===== src/rtl/frame_rate_divider.sv =====
// Frame/drop strobe generator: period shrinks with level down to MIN_PERIOD; enable_drop every frames_per_drop frames.
// Latency: strobes are registered and appear on the edge where the counter wraps. No backpressure: enable low freezes both counters.
// Optional FRD_LEVEL_IMMEDIATE_EN: a speed-up truncates the frame in progress instead of waiting for the next reload.
module frame_rate_divider #(
    parameter int CNT_W       = 23,
    parameter int BASE_PERIOD = 3333334,
    parameter int LEVEL_W     = 3,
    parameter int LEVEL_STEP  = 416667,
    parameter int MIN_PERIOD  = 833333,
    parameter int FRAME_W     = 6
) (
    input  logic               clk,
    input  logic               resetn,
    input  logic               enable,
    input  logic               restart,
    input  logic [LEVEL_W-1:0] level,
    input  logic [FRAME_W-1:0] frames_per_drop,
    output logic               enable_frame,
    output logic               enable_drop,
    output logic [FRAME_W-1:0] frame_count
);

    localparam int PROD_W = CNT_W + LEVEL_W;
    localparam logic [PROD_W-1:0] STEP        = PROD_W'(LEVEL_STEP);
    localparam logic [PROD_W-1:0] SPAN        = PROD_W'(BASE_PERIOD - MIN_PERIOD);
    localparam logic [PROD_W-1:0] BASE        = PROD_W'(BASE_PERIOD);
    localparam logic [PROD_W-1:0] MINP        = PROD_W'(MIN_PERIOD);
    localparam logic [CNT_W-1:0]  BASE_RELOAD = CNT_W'(BASE_PERIOD - 1);

    logic [CNT_W-1:0]   counter;
    logic [PROD_W-1:0]  prod;
    logic [PROD_W-1:0]  period;
    logic [CNT_W-1:0]   reload;
    logic [FRAME_W-1:0] fpd_last;
    logic               last_frame;

    // Comparing against the span avoids underflow of BASE - prod at high levels.
    always_comb begin
        prod       = PROD_W'(level) * STEP;
        period     = (prod >= SPAN) ? MINP : (BASE - prod);
        reload     = CNT_W'(period - PROD_W'(1));
        fpd_last   = (frames_per_drop == '0) ? '0 : (frames_per_drop - FRAME_W'(1));
        last_frame = (frame_count >= fpd_last);
    end

`ifdef FRD_LEVEL_IMMEDIATE_EN
    logic [LEVEL_W-1:0] level_q;

    // Sampled at reset too, so a non-zero level at reset does not truncate the first frame.
    always_ff @(posedge clk) begin
        if (!resetn || restart || enable) begin
            level_q <= level;
        end
    end
`endif

    always_ff @(posedge clk) begin
        if (!resetn) begin
            counter      <= BASE_RELOAD;
            frame_count  <= '0;
            enable_frame <= 1'b0;
            enable_drop  <= 1'b0;
        end else if (restart) begin
            counter      <= reload;
            frame_count  <= '0;
            enable_frame <= 1'b0;
            enable_drop  <= 1'b0;
        end else if (enable) begin
            if (counter == '0) begin
                counter      <= reload;
                enable_frame <= 1'b1;
                if (last_frame) begin
                    enable_drop <= 1'b1;
                    frame_count <= '0;
                end else begin
                    enable_drop <= 1'b0;
                    frame_count <= frame_count + FRAME_W'(1);
                end
`ifdef FRD_LEVEL_IMMEDIATE_EN
            end else if ((level != level_q) && (counter > reload)) begin
                counter      <= reload;
                enable_frame <= 1'b0;
                enable_drop  <= 1'b0;
`endif
            end else begin
                counter      <= counter - CNT_W'(1);
                enable_frame <= 1'b0;
                enable_drop  <= 1'b0;
            end
        end else begin
            enable_frame <= 1'b0;
            enable_drop  <= 1'b0;
        end
    end

endmodule

===== config.mk =====
export PLATFORM = sky130hd
export DESIGN_NAME = frame_rate_divider
export DESIGN_NICKNAME = d
export VERILOG_FILES = /design/src/rtl/frame_rate_divider.sv
export SDC_FILE = /design/constraint.sdc
export NUM_CORES = 1
export LEC_CHECK = 0
export ABC_CLOCK_PERIOD_IN_PS = 5000
export CORE_MARGIN = 3
export CORE_UTILIZATION = 50
export DETAILED_ROUTE_END_ITERATION = 6
export PLACE_DENSITY = 0.76
export SLEW_MARGIN = 15
export SYNTH_ARGS = -nofsm -noshare
export SYNTH_HDL_FRONTEND = slang
export SYNTH_SLANG_ARGS = --single-unit

===== constraint.sdc =====
create_clock -name clk -period 5 [get_ports clk]
set_input_delay 0.75 -clock clk [delete_from_list [all_inputs] [get_ports clk]]
set_output_delay 0.75 -clock clk [all_outputs]
set_load 0.005 [all_outputs]

; After elaboration in Yosys (flattened, before gate mapping)
; Cells that the tools add are included.
[word_totals]
output_inout_bits = 8
register_bits = 31
wordCells = 30
input_bits = 13
[classes]
bitwise = 3
n_mul = 1
magnitude_cmp = 2
n_mux = 8
n_addsub = 5
reduce_logical = 7
[op_table]
columns = operator, n
row1 = $mux W23, 4
row2 = $sub A23 B1 Y23 const B, 2
row3 = $logic_not A23 Y1, 1
row4 = $sub A22 B22 Y23 const A, 1
row5 = $ge A22 B22 Y1 const B, 1
row6 = $mul A3 B19 Y22 const B, 1
row7 = $mux W6, 2
row8 = $add A6 B1 Y6 const B, 1
row9 = $ge A6 B6 Y1, 1
row10 = $logic_not A6 Y1, 1
row11 = $sub A6 B1 Y6 const B, 1
row12 = $reduce_or A4 Y1, 1
row13 = $not A1 Y1, 3
row14 = $reduce_or A3 Y1, 1
row15 = $mux W1, 2
row16 = $reduce_and A2 Y1, 1
row17 = $reduce_bool A2 Y1, 1
row18 = $reduce_or A2 Y1, 1

; Logic depth before layout (Yosys ltp)
; Gate-level depths: netlist of run 1.
[depth]
depth_word = 7
depth_mapped = 18
depth_no_buf = 17

; Worst setup path before layout of run 1
; Ideal clock, no wire load.
[synth_timing]
path_kind = input -> register
startpoint = input port level[1]
endpoint = register counter[20]
path_buffers = 1
t_required_ps = 4885
setup_time_ps = 115
path_slack_ps = 498
cell_stages = 17
t_arrival_ps = 4386
path_cell_list = inv_1 -> ha_1 -> buf_4 -> nor2b_2 -> inv_1 -> fa_1 -> inv_1 -> nand3_1 -> a221oi_1 -> xnor2_1 -> nand3_1 -> o21ai_2 -> xor2_1 -> nor4b_4 -> nand4_1 -> xnor2_1 -> a31o_1
[synth_between]
elab_chain_len = 7
word_cells_on_any_way = 8
cone_classes = 2 x add/sub / 1 x mul / 1 x order compare / 4 x mux
[synth_rtl]
columns = item, line_no
row1 = "start, declared", 16  ; input logic [LEVEL_W-1:0] level,
row2 = $mul A3 B19 Y22 *, 39  ; prod = PROD_W'(level) * STEP;
row3 = $sub A22 B22 Y23 / $ge A22 B22 Y1 (equally long branches), 40  ; period = (prod >= SPAN) ? MINP : (BASE - prod);
row4 = $mux W23 *, 40
row5 = $sub A23 B1 Y23 *, 41  ; reload = CNT_W'(period - PROD_W'(1));
row6 = $mux W23, 69  ; if (counter == '0) begin
row7 = $mux W23, 68  ; end else if (enable) begin
row8 = $mux W23 *, 63  ; end else if (restart) begin
row9 = "end signal, assigned", 64  ; counter <= reload;
row10 = "end signal, assigned", 70  ; counter <= reload;
row11 = "end signal, assigned", 86  ; counter <= counter - CNT_W'(1);
row12 = "end, declared", 30  ; logic [CNT_W-1:0] counter;
; Mark *: on every way between the ends. The rest lies on a longest branch, timed or not. The select of a mux whose other input is x is not followed.
; A chain may end at the register's enable or synchronous reset.

; Worst setup path after layout of run 1
[layout_timing]
startpoint = input port level[0]
endpoint = register counter[20]
; The elaborated chain is that of the path after synthesis.

==> results.md, run 1 <==
- For this run, design rule violations remaining after detail routing come to 0.
- The share of synthesized area in the top cell type comes to 0.149.
- Of the total synthesized cell area, the portion taken by AND, OR, NAND and NOR gates is 0.314.
- Setup total negative slack on the finished layout was measured at 0 ns.
- The worst endpoint data arrival time is 4.84 ns.
- The cell sitting at the root of the clock tree is a sky130_fd_sc_hd__clkbuf_8.
- The number of standard cells in the layout, taps in and fillers out is 707.
- The first routing iteration left 227 violations.
- The kind of start point of the critical path is an input port.
- In this run the standard cell core region covers 7890 um2.
- The transition time at the pin with the least slew margin is 0.899 ns.
- At the later pin of the worst-skew pair, clock insertion delay measures 0.28 ns.
- TritonCTS built the clock tree.
- After synthesis, the most frequently instantiated cells are sky130_fd_sc_hd__nor2_1 (51), sky130_fd_sc_hd__nand2_1 (43), sky130_fd_sc_hd__a21oi_1 (32).
- The relative slew slack is 0.399.
- The number of nets at the end of the flow is 648.
- The critical setup path kind is input port to flop.
- The worst hold path belongs to the class flop to flop.
- In this run the remaining antenna-violating nets after routing total 0.
- The sequential fraction of the synthesis area is 0.149.
- Summed over all instances, the cell type with the most area after synthesis is sky130_fd_sc_hd__dfxtp_1.
- The number of cells on the worst hold path is 1.
- Counting flops with an async set or reset pin after synthesis yields a share of 0.
- The clock period could shrink to 4.66 ns.
- The multiplexer fraction of the synthesized cell area is 0.0174.
- Across all register-to-register paths, the minimum setup slack is 0.92 ns.
- The fraction of the mapped netlist area in compound gates was 0.268.
- Setup repair after global routing left no endpoint under its margin.
- The number of global-route vias before repair came to 4217.
- After detailed routing, the total wire length is 11500 um.
- The number of failing hold endpoints at the final stage is 0.
- In this run the vertical extent of the chip is 97.3 um.
- The most used standard cell by instance count after synthesis is sky130_fd_sc_hd__nor2_1.
- The synthesized netlist occupies a cell area of 4170 um2.
- The count of different cell masters after synthesis is 86.
- The worst vdd rail ir drop is 0.103 mV.
- The die width is 97.3 um.
- The mean instance size in the synthesized netlist is 7.47 um2.
- The ratio of routed vias to standard cells is 6.24.
- For this design the static power due to leakage is 1.85 nW.
- The placement row count is 32.
- The total die area is 9460 um2.
- Counting flops with a built-in enable in the synthesized netlist gives 0.
- The launch instance of the worst register-to-register path is counter[0]$_SDFFE_PN1P_.
- The xor/xnor cell area share of the yosys netlist is 0.104.
- The run finished with clean final reports.
- In this run, CTS created clock tree buffers numbering 5.
- The setup violation total in the final timing report is 0.
- Port buffering added 20 buffers.
- The Yosys step of the flow raised 0 warnings.
- Among all flip-flop cells after synthesis, the most frequent one is sky130_fd_sc_hd__dfxtp_1.
- The maximum clock frequency is 0.215 GHz.
- The number of pins exceeding their max-slew limit in the final report came to 0.
- For this run the aggregate overflow at the end of global routing stands at 0.
- Across every metal layer, demand over resource in global routing totals 0.244.
- The max capacitance violation total is 0.
- The post-synthesis instance total is 558.
- Of the total synthesized cell area, the portion taken by full adders, half adders and majority gates is 0.102.
- The placed wire-length estimate is 9070 um.
- The number of cells in the design after placement is 699.
- The synthesis-to-finish area growth is 15.5%.
- Across all layers, the routed design uses 4409 vias.
- The timing startpoint of the critical path is level[0].
- The total power density per cell area is 231 nW/um2.
- In this run the critical register-to-register path is captured at counter[18]$_SDFFE_PN0P_.
- At the worst endpoint, the required time is 5.18 ns.
- The pre-antenna-repair detailed-routing pass consisted of 5 iterations.
- The first-pass GRT wire length is 19700 um.
- The number of top-level pins is 21.
- The worst register-to-register path has a depth of 12.
- The number of antenna violations at the first check in global routing was 0.
- The number of buffers between clock root and the deepest sink is 2.
- The largest family of logic cells by synthesized area is simple AND/OR/NAND/NOR gates.
- The average wire per standard cell is 16.2 um.
- Following the worst setup path forward leads to its endpoint at counter[20]$_SDFFE_PN1P_.
- The highest fanout seen on the critical path is 9.
- The fraction of final layout cells sized beyond drive strength 1 is 0.137.
- The worst setup path is captured at a flop.
- The largest net degree at the start of global routing is 27.
- The starting utilization of the core area is 0.528.
- Counting flops and latches in the post-synthesis netlist gives 31.
- After synthesis, the cell types taking the most area are sky130_fd_sc_hd__dfxtp_1 (15%), sky130_fd_sc_hd__ha_1 (7.8%), sky130_fd_sc_hd__xnor2_1 (5.0%).
- The H-tree was split into 2 levels.
- The last weighted congestion value of the routability-driven placer is 0.965.
- Clock-pin slew was measured on the worst setup and hold paths at 0.07 ns.
- The repair_antennas step left the layout with diodes totalling 0.
- In this run the most critical hold path is launched from counter[22]$_SDFFE_PN0P_.
- The number of nets handed over by synthesis was 602.
- Between clock sinks in the finished design, the worst skew comes to 0.00622 ns.
- Dividing the final minimum period by the clock period gives 0.932.
- The clock net sink count is 31.
[layout by cell type (no fill, tap or decap), types with 6 or more instances in the layout]
cell / n
sky130_fd_sc_hd__buf_4: 42
sky130_fd_sc_hd__nand4_1: 11
sky130_fd_sc_hd__nand2_1: 43
sky130_fd_sc_hd__nand3_1: 25
sky130_fd_sc_hd__and2_1: 13
sky130_fd_sc_hd__o211ai_1: 8
sky130_fd_sc_hd__nor3_1: 27
sky130_fd_sc_hd__clkdlybuf4s50_1: 20
sky130_fd_sc_hd__nand2b_1: 7
sky130_fd_sc_hd__nor4_1: 11
sky130_fd_sc_hd__dfxtp_1: 31
sky130_fd_sc_hd__a21oi_1: 32
sky130_fd_sc_hd__inv_1: 19
sky130_fd_sc_hd__ha_1: 26
sky130_fd_sc_hd__a21boi_0: 6
sky130_fd_sc_hd__xor2_1: 20
sky130_fd_sc_hd__and3_1: 8
sky130_fd_sc_hd__a21o_1: 6
sky130_fd_sc_hd__nor2_1: 50
sky130_fd_sc_hd__a31oi_1: 7
sky130_fd_sc_hd__o21ai_0: 30
sky130_fd_sc_hd__xnor2_1: 24
[flip-flops by register name, summed over array words and instances, names as in the netlist]
signal,cells
frame_count,6
enable_drop,1
enable_frame,1
counter,23
[layout make-up]
| type | instances | area, um2 |
|---|---|---|
| Clock buffer | 5 | 68.8 |
| Clock inverter | 3 | 20.0 |
| Fill cell | 719 | 3080 |
| Inverter | 20 | 75.1 |
| Multi-Input combinational cell | 483 | 3360 |
| Sequential cell | 31 | 621 |
| Tap cell | 102 | 128 |
| Timing Repair Buffer | 63 | 536 |
[worst max-delay path, stage by stage]
cell	delay, ns
sky130_fd_sc_hd__clkdlybuf4s50_1	0.60
sky130_fd_sc_hd__buf_4	0.22
sky130_fd_sc_hd__ha_1	0.26
sky130_fd_sc_hd__ha_1	0.25
sky130_fd_sc_hd__a21boi_0	0.31
sky130_fd_sc_hd__buf_4	0.18
sky130_fd_sc_hd__a21oi_1	0.08
sky130_fd_sc_hd__a221o_1	0.35
sky130_fd_sc_hd__a32oi_2	0.20
sky130_fd_sc_hd__a21boi_2	0.33
sky130_fd_sc_hd__o21ai_2	0.11
sky130_fd_sc_hd__xor2_1	0.18
sky130_fd_sc_hd__nor4b_4	0.43
sky130_fd_sc_hd__nand4_1	0.19
sky130_fd_sc_hd__xnor2_1	0.17
sky130_fd_sc_hd__a31o_1	0.21
[power breakdown]
group	switching (mW)	internal [mW]	leakage, nW	total [mW]
registers	0.0218	0.268	0.255	0.290
clock network	0.102	0.0968	0.0402	0.199
logic	0.355	0.268	1.55	0.623
[cell families (layout without fill, tap and decap cells)]
logic type,after synthesis,after routing
simple gates,243,243
xor+xnor,47,47
compound gates,155,155
mux,7,7
flops,31,31
fa+ha+maj,31,31
buf+inv,44,91
[per-layer routing]
layer,global-route usage,wire length [um],up-vias
met5,0,0,-
met2,0.419,5570,158
met1,0.299,4860,2052
met4,0.128,536,0
li1,-,-,2162
met3,0.0258,515,37
[worst min-delay path by stage]
stage	end	slack, ns
after CTS	counter[22]$_SDFFE_PN0P_	0.45
after global routing	counter[22]$_SDFFE_PN0P_	0.47
after detailed placement	counter[22]$_SDFFE_PN0P_	0.44
after floorplan	counter[22]$_SDFFE_PN0P_	0.43
final	counter[22]$_SDFFE_PN0P_	0.45
after global placement	counter[22]$_SDFFE_PN0P_	0.44
[per-stage QoR]
step           total power [mW]  instance area [um2]  setup WS [ns]  hold WS (ns)   util
2_1_floorplan             0.725                 4170          0.498         0.430      -
3_3_place_gp              0.898                 4710          0.132         0.438  0.598
3_5_place_dp              0.909                 4710         0.0594         0.441  0.598
4_1_cts                    1.11                 4800          0.346         0.451  0.609
5_1_grt                    1.19                 4810         0.0369         0.470  0.610
6_report                   1.11                 4810          0.342         0.449  0.610
[what timing repair did]
item | CTS | global route
resized for setup | 0 | 1
setup endpoints to repair | 0 | 1
hold buffers | 0 | 0
buffers inserted | 0 | 0
(Power assumes the default switching activity.)
==> run 2, diff against run 1 <==
ABC_AREA = 1   (was unset)
PLACE_DENSITY = 0.65   (was 0.76)
SKIP_LAST_GASP = 1   (was unset)
==> run 2 against run 1 <==
Cell count is 21% higher. Final area hardly changed. Register-to-register slack better by 1.1 ns. Total power is 9.7% lower. Sequential power is 1% lower. Synthesized cell count is 30% higher. Non-clock buffer count is 33 lower. Sequential share of layout area hardly changed. Largest power group unchanged. Highest routed layer unchanged.
==> results.md, run 2 <==
- For this block, wires on met1 add up to 5840 um.
- Across the VDD grid, the largest voltage drop is 0.121 mV.
- The logic gate share of total power is 0.514.
- In the post-synthesis netlist, the biggest area contributors are sky130_fd_sc_hd__nand2_1 (15%), sky130_fd_sc_hd__dfxtp_1 (14%), sky130_fd_sc_hd__inv_1 (7.4%).
- Post-CTS timing repair inserted 0 buffers for setup.
- The synthesis-to-finish area growth is 9.52%.
- Once layout is complete, the cells apart from fillers number 855.
- The mean instance size in the synthesized netlist is 6.04 um2.
- The tree is rooted in a sky130_fd_sc_hd__clkbuf_8.
- The share of synthesized area in the top cell type comes to 0.155.
- The register with the most flip-flops in the layout has 23 of them.
- The core region is 8380 um2.
- The placed wire-length estimate is 9660 um.
- The die covers 9940 um2.
- The clock net sink count is 31.
- The top flip-flop cell by instance count after synthesis is sky130_fd_sc_hd__dfxtp_1.
- In the global route stage, overall resource usage came out at 0.251.
- The library cells used most frequently in the layout, excluding fill and tap cells, are sky130_fd_sc_hd__nand2_1 (181), sky130_fd_sc_hd__inv_1 (87), sky130_fd_sc_hd__nor2_1 (80).
- For this run, the top clock speed supported by timing is 0.233 GHz.
- The share of synthesized cell area in and, or, nand and nor gates is 0.475.
- The net load switching power is 461 uW.
- After detailed routing, the met3 layer carries 897 um of wire.
- The residual antenna-violating net count after detailed routing is 0.
- The total nets after synthesis is 771.
- The die width is 99.7 um.
- The fraction of the mapped netlist area in compound gates is 0.130.
- The clock passes through at most 2 buffers.
- The clock insertion delay at the later pin of the skew report is 0.28 ns.
- The startpoint identified for the worst hold timing path is counter[22]$_SDFFE_PN0P_.
- The last weighted congestion value of the routability-driven placer is 1.03.
- The post-synthesis instance total is 727.
- The fraction of power consumed by sequential logic is 0.285.
- The number of filler instances in the final layout is 866.
- The number of warnings reported in the yosys synthesis log is 0.
- In the post-synthesis netlist, the cell with the most instances is sky130_fd_sc_hd__nand2_1.
- Across the run, the number of max-cap violations was 0.
- The min-delay analysis places its worst path in the category flop to flop.
- The number of failing hold endpoints at the final stage is 0.
- TritonCTS created 5 clock buffers.
- Setup violations remaining at the end of the flow were counted as 0.
- The largest family of logic cells by synthesized area is simple AND/OR/NAND/NOR gates.
- The number of inserted diodes is 0.
- The overall power of the completed layout is 1.00 mW.
- Of the total synthesized cell area, the portion taken by full adders, half adders and majority gates is 0.0969.
- Setup repair after global routing left no endpoint under its margin.
- The number of global-route vias before repair came to 4518.
- The first global-routing pass estimated 20800 um of wire.
- The time the final worst path needs with I/O delays and setup is 4.29 ns.
- Across the routed clock network, the largest skew measured is 0.0120 ns.
- The total via count in the routed design is 4688.
- The count of different cell masters after synthesis is 44.
- Port buffering added 20 buffers.
- The detailed router used layers up to and including met4.
- The summed negative setup slack over all endpoints is 0 ns.
- The number of hold buffers added after CTS is 0.
- The cell area after technology mapping is 4390 um2.
- The flow ran to the end, and the final reports show no timing, DRC or antenna violations.
- Summed over all cells, the static leakage comes to 2.28 nW.
- The share of async-settable or async-resettable flops after synthesis is 0.
- The register-to-register path setup slack is 2.05 ns.
- The clock input transition at the sequential cells of the worst setup and hold paths is 0.07 ns.
- The share of the Yosys chip area taken by registers is 0.141.
- The final critical-path share of the clock period is 0.858.
- Of the post-synthesis cell area, the part taken by muxes is 0.
- By count the netlist is led by sky130_fd_sc_hd__nand2_1 (181), sky130_fd_sc_hd__inv_1 (87), sky130_fd_sc_hd__nor2_1 (80).
- The number of nets at the end of the flow is 794.
- The floorplan has 33 rows.
- Global routing finished with a remaining overflow of 0.
- The relative slew slack is 0.566.
- The launch instance of the worst register-to-register path is counter[0]$_SDFFE_PN1P_.
- After detailed placement, the design holds a cell count of 848.
- The internal power of the cells totals 543 uW.
- The switching portion of total power is 0.459.
- The number of pins exceeding their max-slew limit in the final report is 0.
- The first detailed-routing pass ran for 5 iterations.
- The number of top-level pins is 21.
- The largest register by flop count is counter.
- The CTS tree is built.
- For this block, the initial DRC count from the detailed router was 278.
- The critical path starts at level[1].
- The initial utilization of the core area, before any placement, comes to 0.524.
- The fraction of final layout cells sized beyond drive strength 1 is 0.119.
- The worst hold margin is 0.516 ns.
- The number of enable flip-flop cells after synthesis is 0.
- For this design the ratio of total power to cell area is 209 nW/um2.
- Entering global routing, the biggest net connects 26 pins.
- After detailed routing, the average wire length per cell comes to 14.1 um.
- The largest registers in the layout are counter: 23 flops, frame_count: 6 flops.
- The number of antenna violations at the first check in global routing is 0.
- The ratio of routed vias to standard cells is 5.48.
- Of the total synthesized cell area, the portion taken by XOR and XNOR cells is 0.0578.
- The number of H-tree branching levels is 2.
- The type of destination of the critical path is a flop.
- In this run the vertical extent of the chip is 99.7 um.
- Of the total power, the clock network draws 0.200.
- After clock tree synthesis, the repair step resized 0 gates.
- The critical setup path kind is input port to flop.
- The met2 wire length is 5200 um.
- In this run, synthesis produced a sequential element count of 31.
- Of all nets on the critical path, the largest fanout is 6.
- The most common cell after layout, fill and taps aside is sky130_fd_sc_hd__nand2_1.
- The cell type contributing the most total cell area after synthesis is sky130_fd_sc_hd__nand2_1.
- The transition time at the pin with the least slew margin is 0.651 ns.
- For this run, design rule violations remaining after detail routing come to 0.
- For this block, the routed nets add up to 12100 um of wire.
- The data required time of the worst path is 5.23 ns.
- The worst endpoint data arrival time is 4.52 ns.
- The kind of start point of the critical path is an input port.
run 2: area by class of cell:
type / count / area [um2] / area share
Inverter: 94 / 357 / 0.0741
Multi-Input combinational cell: 588 / 3340 / 0.694
Timing Repair Buffer: 30 / 275 / 0.0572
Clock inverter: 1 / 5.00 / 0.00104
Sequential cell: 31 / 621 / 0.129
Clock buffer: 6 / 82.6 / 0.0172
Tap cell: 105 / 131 / 0.0273
run 2: critical path, cell delays in order:
cell and delay, ns:
sky130_fd_sc_hd__clkdlybuf4s50_1 0.48, sky130_fd_sc_hd__inv_1 0.14, sky130_fd_sc_hd__ha_1 0.40, sky130_fd_sc_hd__nor2_2 0.23, sky130_fd_sc_hd__inv_1 0.12, sky130_fd_sc_hd__fa_1 0.44, sky130_fd_sc_hd__inv_1 0.16, sky130_fd_sc_hd__nand2_4 0.08
sky130_fd_sc_hd__nand2_4 0.08, sky130_fd_sc_hd__nand2_1 0.08, sky130_fd_sc_hd__nand3_1 0.07, sky130_fd_sc_hd__nand2_1 0.05, sky130_fd_sc_hd__nand2_1 0.12, sky130_fd_sc_hd__nand2_1 0.13, sky130_fd_sc_hd__nor2_1 0.18, sky130_fd_sc_hd__nand3_1 0.11
sky130_fd_sc_hd__nand2_1 0.08, sky130_fd_sc_hd__nand2_1 0.06, sky130_fd_sc_hd__nand3_2 0.11, sky130_fd_sc_hd__nand3_1 0.08, sky130_fd_sc_hd__nor2_1 0.16, sky130_fd_sc_hd__nor2_1 0.06, sky130_fd_sc_hd__o21ai_1 0.19, sky130_fd_sc_hd__nand2_1 0.08
sky130_fd_sc_hd__nand2_1 0.05
run 2: routing by layer:
layer | GRT usage | up-vias
met3 | 0.0526 | 17
met2 | 0.396 | 146
met1 | 0.358 | 2115
met4 | 0.0431 | 0
met5 | 0 | -
li1 | - | 2410
run 2: path summary, 6_finish.rpt:
path	end	cells after the start
worst max-delay path	counter[17]$_SDFFE_PN1P_	25
worst min-delay path	counter[22]$_SDFFE_PN0P_	2
worst max register to register	frame_count[4]$_SDFFE_PP0P_	17
worst min register to register	counter[22]$_SDFFE_PN0P_	2
run 2: kinds of logic after synthesis:
| kind of cell | after synthesis |
|---|---|
| AO/OA/AOI/OAI | 100 |
| XOR/XNOR | 29 |
| adder cells (fa/ha/maj) | 31 |
| buffers and inverters | 108 |
| flip-flops | 31 |
| AND/OR/NAND/NOR | 428 |
run 2: power by group through the flow:
stage | combinational [mW] | sequential [mW] | clock (mW)
after floorplan | 0.391 | 0.287 | 0
after global placement | 0.500 | 0.291 | 0
after detailed placement | 0.507 | 0.292 | 0
after CTS | 0.510 | 0.286 | 0.205
after global routing | 0.583 | 0.289 | 0.218
final | 0.517 | 0.286 | 0.201
run 2: metrics by stage:
| step | utilization | worst slack [ns] | area [um2] |
|---|---|---|---|
| floorplan | - | 1.22 | 4390 |
| global placement | 0.563 | 0.492 | 4720 |
| detailed placement | 0.563 | 0.454 | 4720 |
| CTS | 0.574 | 0.736 | 4810 |
| global route | 0.574 | 0.311 | 4810 |
| finish | 0.574 | 0.708 | 4810 |
==> RTL edit: new RTL, settings of run 2 <==
The option `FRD_LEVEL_IMMEDIATE_EN` is turned on by a define.
--- a/src/rtl/frame_rate_divider.sv
+++ b/src/rtl/frame_rate_divider.sv
@@ -1,6 +1,8 @@
 // Frame/drop strobe generator: period shrinks with level down to MIN_PERIOD; enable_drop every frames_per_drop frames.
 // Latency: strobes are registered and appear on the edge where the counter wraps. No backpressure: enable low freezes both counters.
 // Optional FRD_LEVEL_IMMEDIATE_EN: a speed-up truncates the frame in progress instead of waiting for the next reload.
+`define FRD_LEVEL_IMMEDIATE_EN
+
 module frame_rate_divider #(
     parameter int CNT_W       = 23,
     parameter int BASE_PERIOD = 3333334,
Formal check against the unedited RTL: no difference found for any inputs over 10 cycles, from zero or initial values and one cycle with resetn low; that may be too few to reach the edited logic, so the function may still have changed.
==> RTL edit against run 2 <==
  * The run now ends with setup timing left
  * Utilization grew 19 points
  * Synthesized cell count grew 13%
  * Global-route usage grew 3.8 points
  * Maximum frequency shrank 27%
  * Worst setup slack lost 1.6 ns
  * Die area grew 13%
  * Sequential cell count grew 3
  * Cell area grew 50%
  * Synthesized area grew 14%
  * Wire length grew 38%
  * Via count grew 29%
  * Register-to-register slack lost 0.52 ns
Power is not compared: it rests on default switching activity, and its combinational part moved more than twofold at a synthesized area within 25%.
==> RTL edit: results (changes against run 2) <==
status:
  status: "finished with violations"  # was completed
  violations: "setup timing"
setup_path:
  reg2reg_slack_ns: 1.53  # was 2.05 ns
  worstReg2RegEnd: "frame_count[4]"  # unchanged
  path_max_fanout: 6  # unchanged
  timing.rr.start: "counter[0]"  # unchanged
  max_stage_delay_ns: 0.46  # was 0.48 ns
  worst_path_max_delay_cell: "fa_2"  # was clkdlybuf4s50_1
  cp_data_arrival_time_ns: 6.14  # was 4.52 ns
  reg2reg_depth: 20  # was 17
synth:
  synth.top_cells.by_count: "nand2_1, nor2_1, inv_1"  # was nand2_1, inv_1, nor2_1
  synth-edff-count: 3  # was 0
  synth-seq-area-share: 0.142  # was 0.141
  yosys-top-cells-area: "nand2_1, dfxtp_1, ha_1, nand3_1, nor2_1"  # was nand2_1, dfxtp_1, inv_1, ha_1, nand3_1
  synth-async-reset-ratio: 0  # unchanged
  ys_warn_count: 0  # unchanged
  synth_nets: 887  # was 771
  ys.flop_type: "dfxtp_1"  # unchanged
  avgSynthCellArea_um2: 6.10  # was 6.04 um2
  synth_cell_types: 52  # was 44
clock_network:
  cts_max_level: 2  # unchanged
  cts_root_buffer: "clkbuf_8"  # unchanged
  clockBufferDepth: 2  # unchanged
  numCtsBuffers: 5  # unchanged
  clk_latency_ns: 0.30  # was 0.28 ns
  clk_pin_slew_ns: 0.07  # about the same
pwr:
  ir_worst_vdd_v: 0.000154
  leakage_uw: 0.00364
hold_path:
  hold_class: "reg -> reg"  # unchanged
  hold_end: "counter[1]"  # was counter[22]
  min-delay-start: "counter[1]"  # was counter[22]
  min_path_cells: 2  # unchanged
timing:
  fin_tns_setup_ns: -20.25  # was 0 ns
  finClkSkew_ns: 0.00930  # was 0.0120 ns
  max-slew-margin-rel: 0.219  # was 0.566
  setup_ws_ns: -0.915  # was 0.708 ns
  finalSetupViolations: 23  # was 0
  fin_hold_ws_ns: 0.506  # was 0.516 ns
cells_and_area:
  drive_gt1_frac: 0.329  # was 0.119
  antenna_cells: 0  # unchanged
  fin_cells: 1148  # was 855
  fillers: 756  # was 866
  top_regs: "counter x23, frame_count x6, level_q x3"  # was counter x23, frame_count x6
placement:
  portBuffers: 20  # unchanged
  dp_hpwl_mm: 12.8  # was 9.66 mm
  placed_cells: 1112  # was 848
  gp_congestion: 0.917  # was 1.03
detailed_routing:
  first_iter_violations: 417  # was 278
  wirelength_mm: 16.7  # was 12.1 mm
  vias: 6052  # was 4688
  drtPass1Iterations: 5  # unchanged
global_route:
  grt_pass1_wl_mm: 27.0  # was 20.8 mm
  grt_pass1_vias: 5818  # was 4518
  grtUsageTotal: 0.289  # was 0.251
  antenna_found_initial: 0  # unchanged
  grt_max_degree: 31  # was 26
[RTL edit: changes by cell type after synthesis, moves of 6 or more]
cell / delta
o21ai_0: -13
nor2_1: +15
nand2_1: +47
nor3_1: -7
nand3b_1: +6
xnor2_1: +6
xor2_1: +6
nand3_1: +13
ha_1: +21
nand3_2: -16
[RTL edit: worst max path at each step]
stage	start	end	slack, ns	cells after the start
6_report	level[1]	counter[2]	-0.92	45
5_1_grt	level[1]	counter[20]	-1.18	45
4_1_cts	level[0]	counter[0]	-0.74	43
3_5_place_dp	level[1]	counter[0]	-1.74	44
3_3_place_gp	level[1]	counter[16]	-1.60	41
2_1_floorplan	level[2]	counter[16]	-0.81	41
[RTL edit: final cells by class]
class                           instances  area, um2  area share
Multi-Input combinational cell        672       4230       0.585
Clock inverter                          1       5.00    0.000692
Inverter                              100        385      0.0533
Clock buffer                            7       86.3      0.0119
Sequential cell                        34        711      0.0983
Timing Repair Buffer                  205       1650       0.228
Tap cell                              129        161      0.0223
[RTL edit: worst max-delay path: cells and delay by family]
| family | cells | cell delay, ns |
|---|---|---|
| compound gates | 7 | 1.09 |
| xor+xnor | 1 | 0.22 |
| simple gates | 27 | 2.42 |
| buf+inv | 5 | 0.34 |
| fa+ha+maj | 5 | 1.31 |
[RTL edit: layer usage]
| metal | GRT usage | up-vias | part of all wire |
|---|---|---|---|
| li1 | - | 3044 | - |
| met1 | 0.342 | 2768 | 0.41 |
| met2 | 0.542 | 189 | 0.51 |
| met3 | 0.0206 | 51 | 0.042 |
| met4 | 0.106 | 0 | 0.036 |
| met5 | 0 | - | 0 |
[RTL edit: cell families after synthesis]
logic type / synth area share
and+or+nand+nor: 0.456
adders and majority gates: 0.137
DFF: 0.142
other: 0.000748
buffers and inverters: 0.0948
AOI/OAI and AO/OA: 0.0978
xor gates and xnor gates: 0.0716
[RTL edit: stage by stage]
stage	total power, uW	area [um2]	setup slack (ns)
2_1_floorplan	981	5050	-0.808
3_3_place_gp	1410	6500	-1.60
3_5_place_dp	1440	6500	-1.74
4_1_cts	1790	7050	-0.744
5_1_grt	1980	7230	-1.18
6_report	1850	7230	-0.915
[RTL edit: report_power, final]
part	internal, uW	total [uW]	switching [uW]
Combinational	611	1260	652
Sequential	307	360	53.0
Clock	111	224	113
[RTL edit: repair_timing]
| action | 4_1_cts | 5_1_grt |
|---|---|---|
| gates cloned | 2 | 0 |
| hold buffers | 0 | 0 |
| buffers inserted | 22 | 6 |
| pin swaps | 38 | 49 |
| setup endpoints to repair | 23 | 23 |
| resized for setup | 70 | 42 |
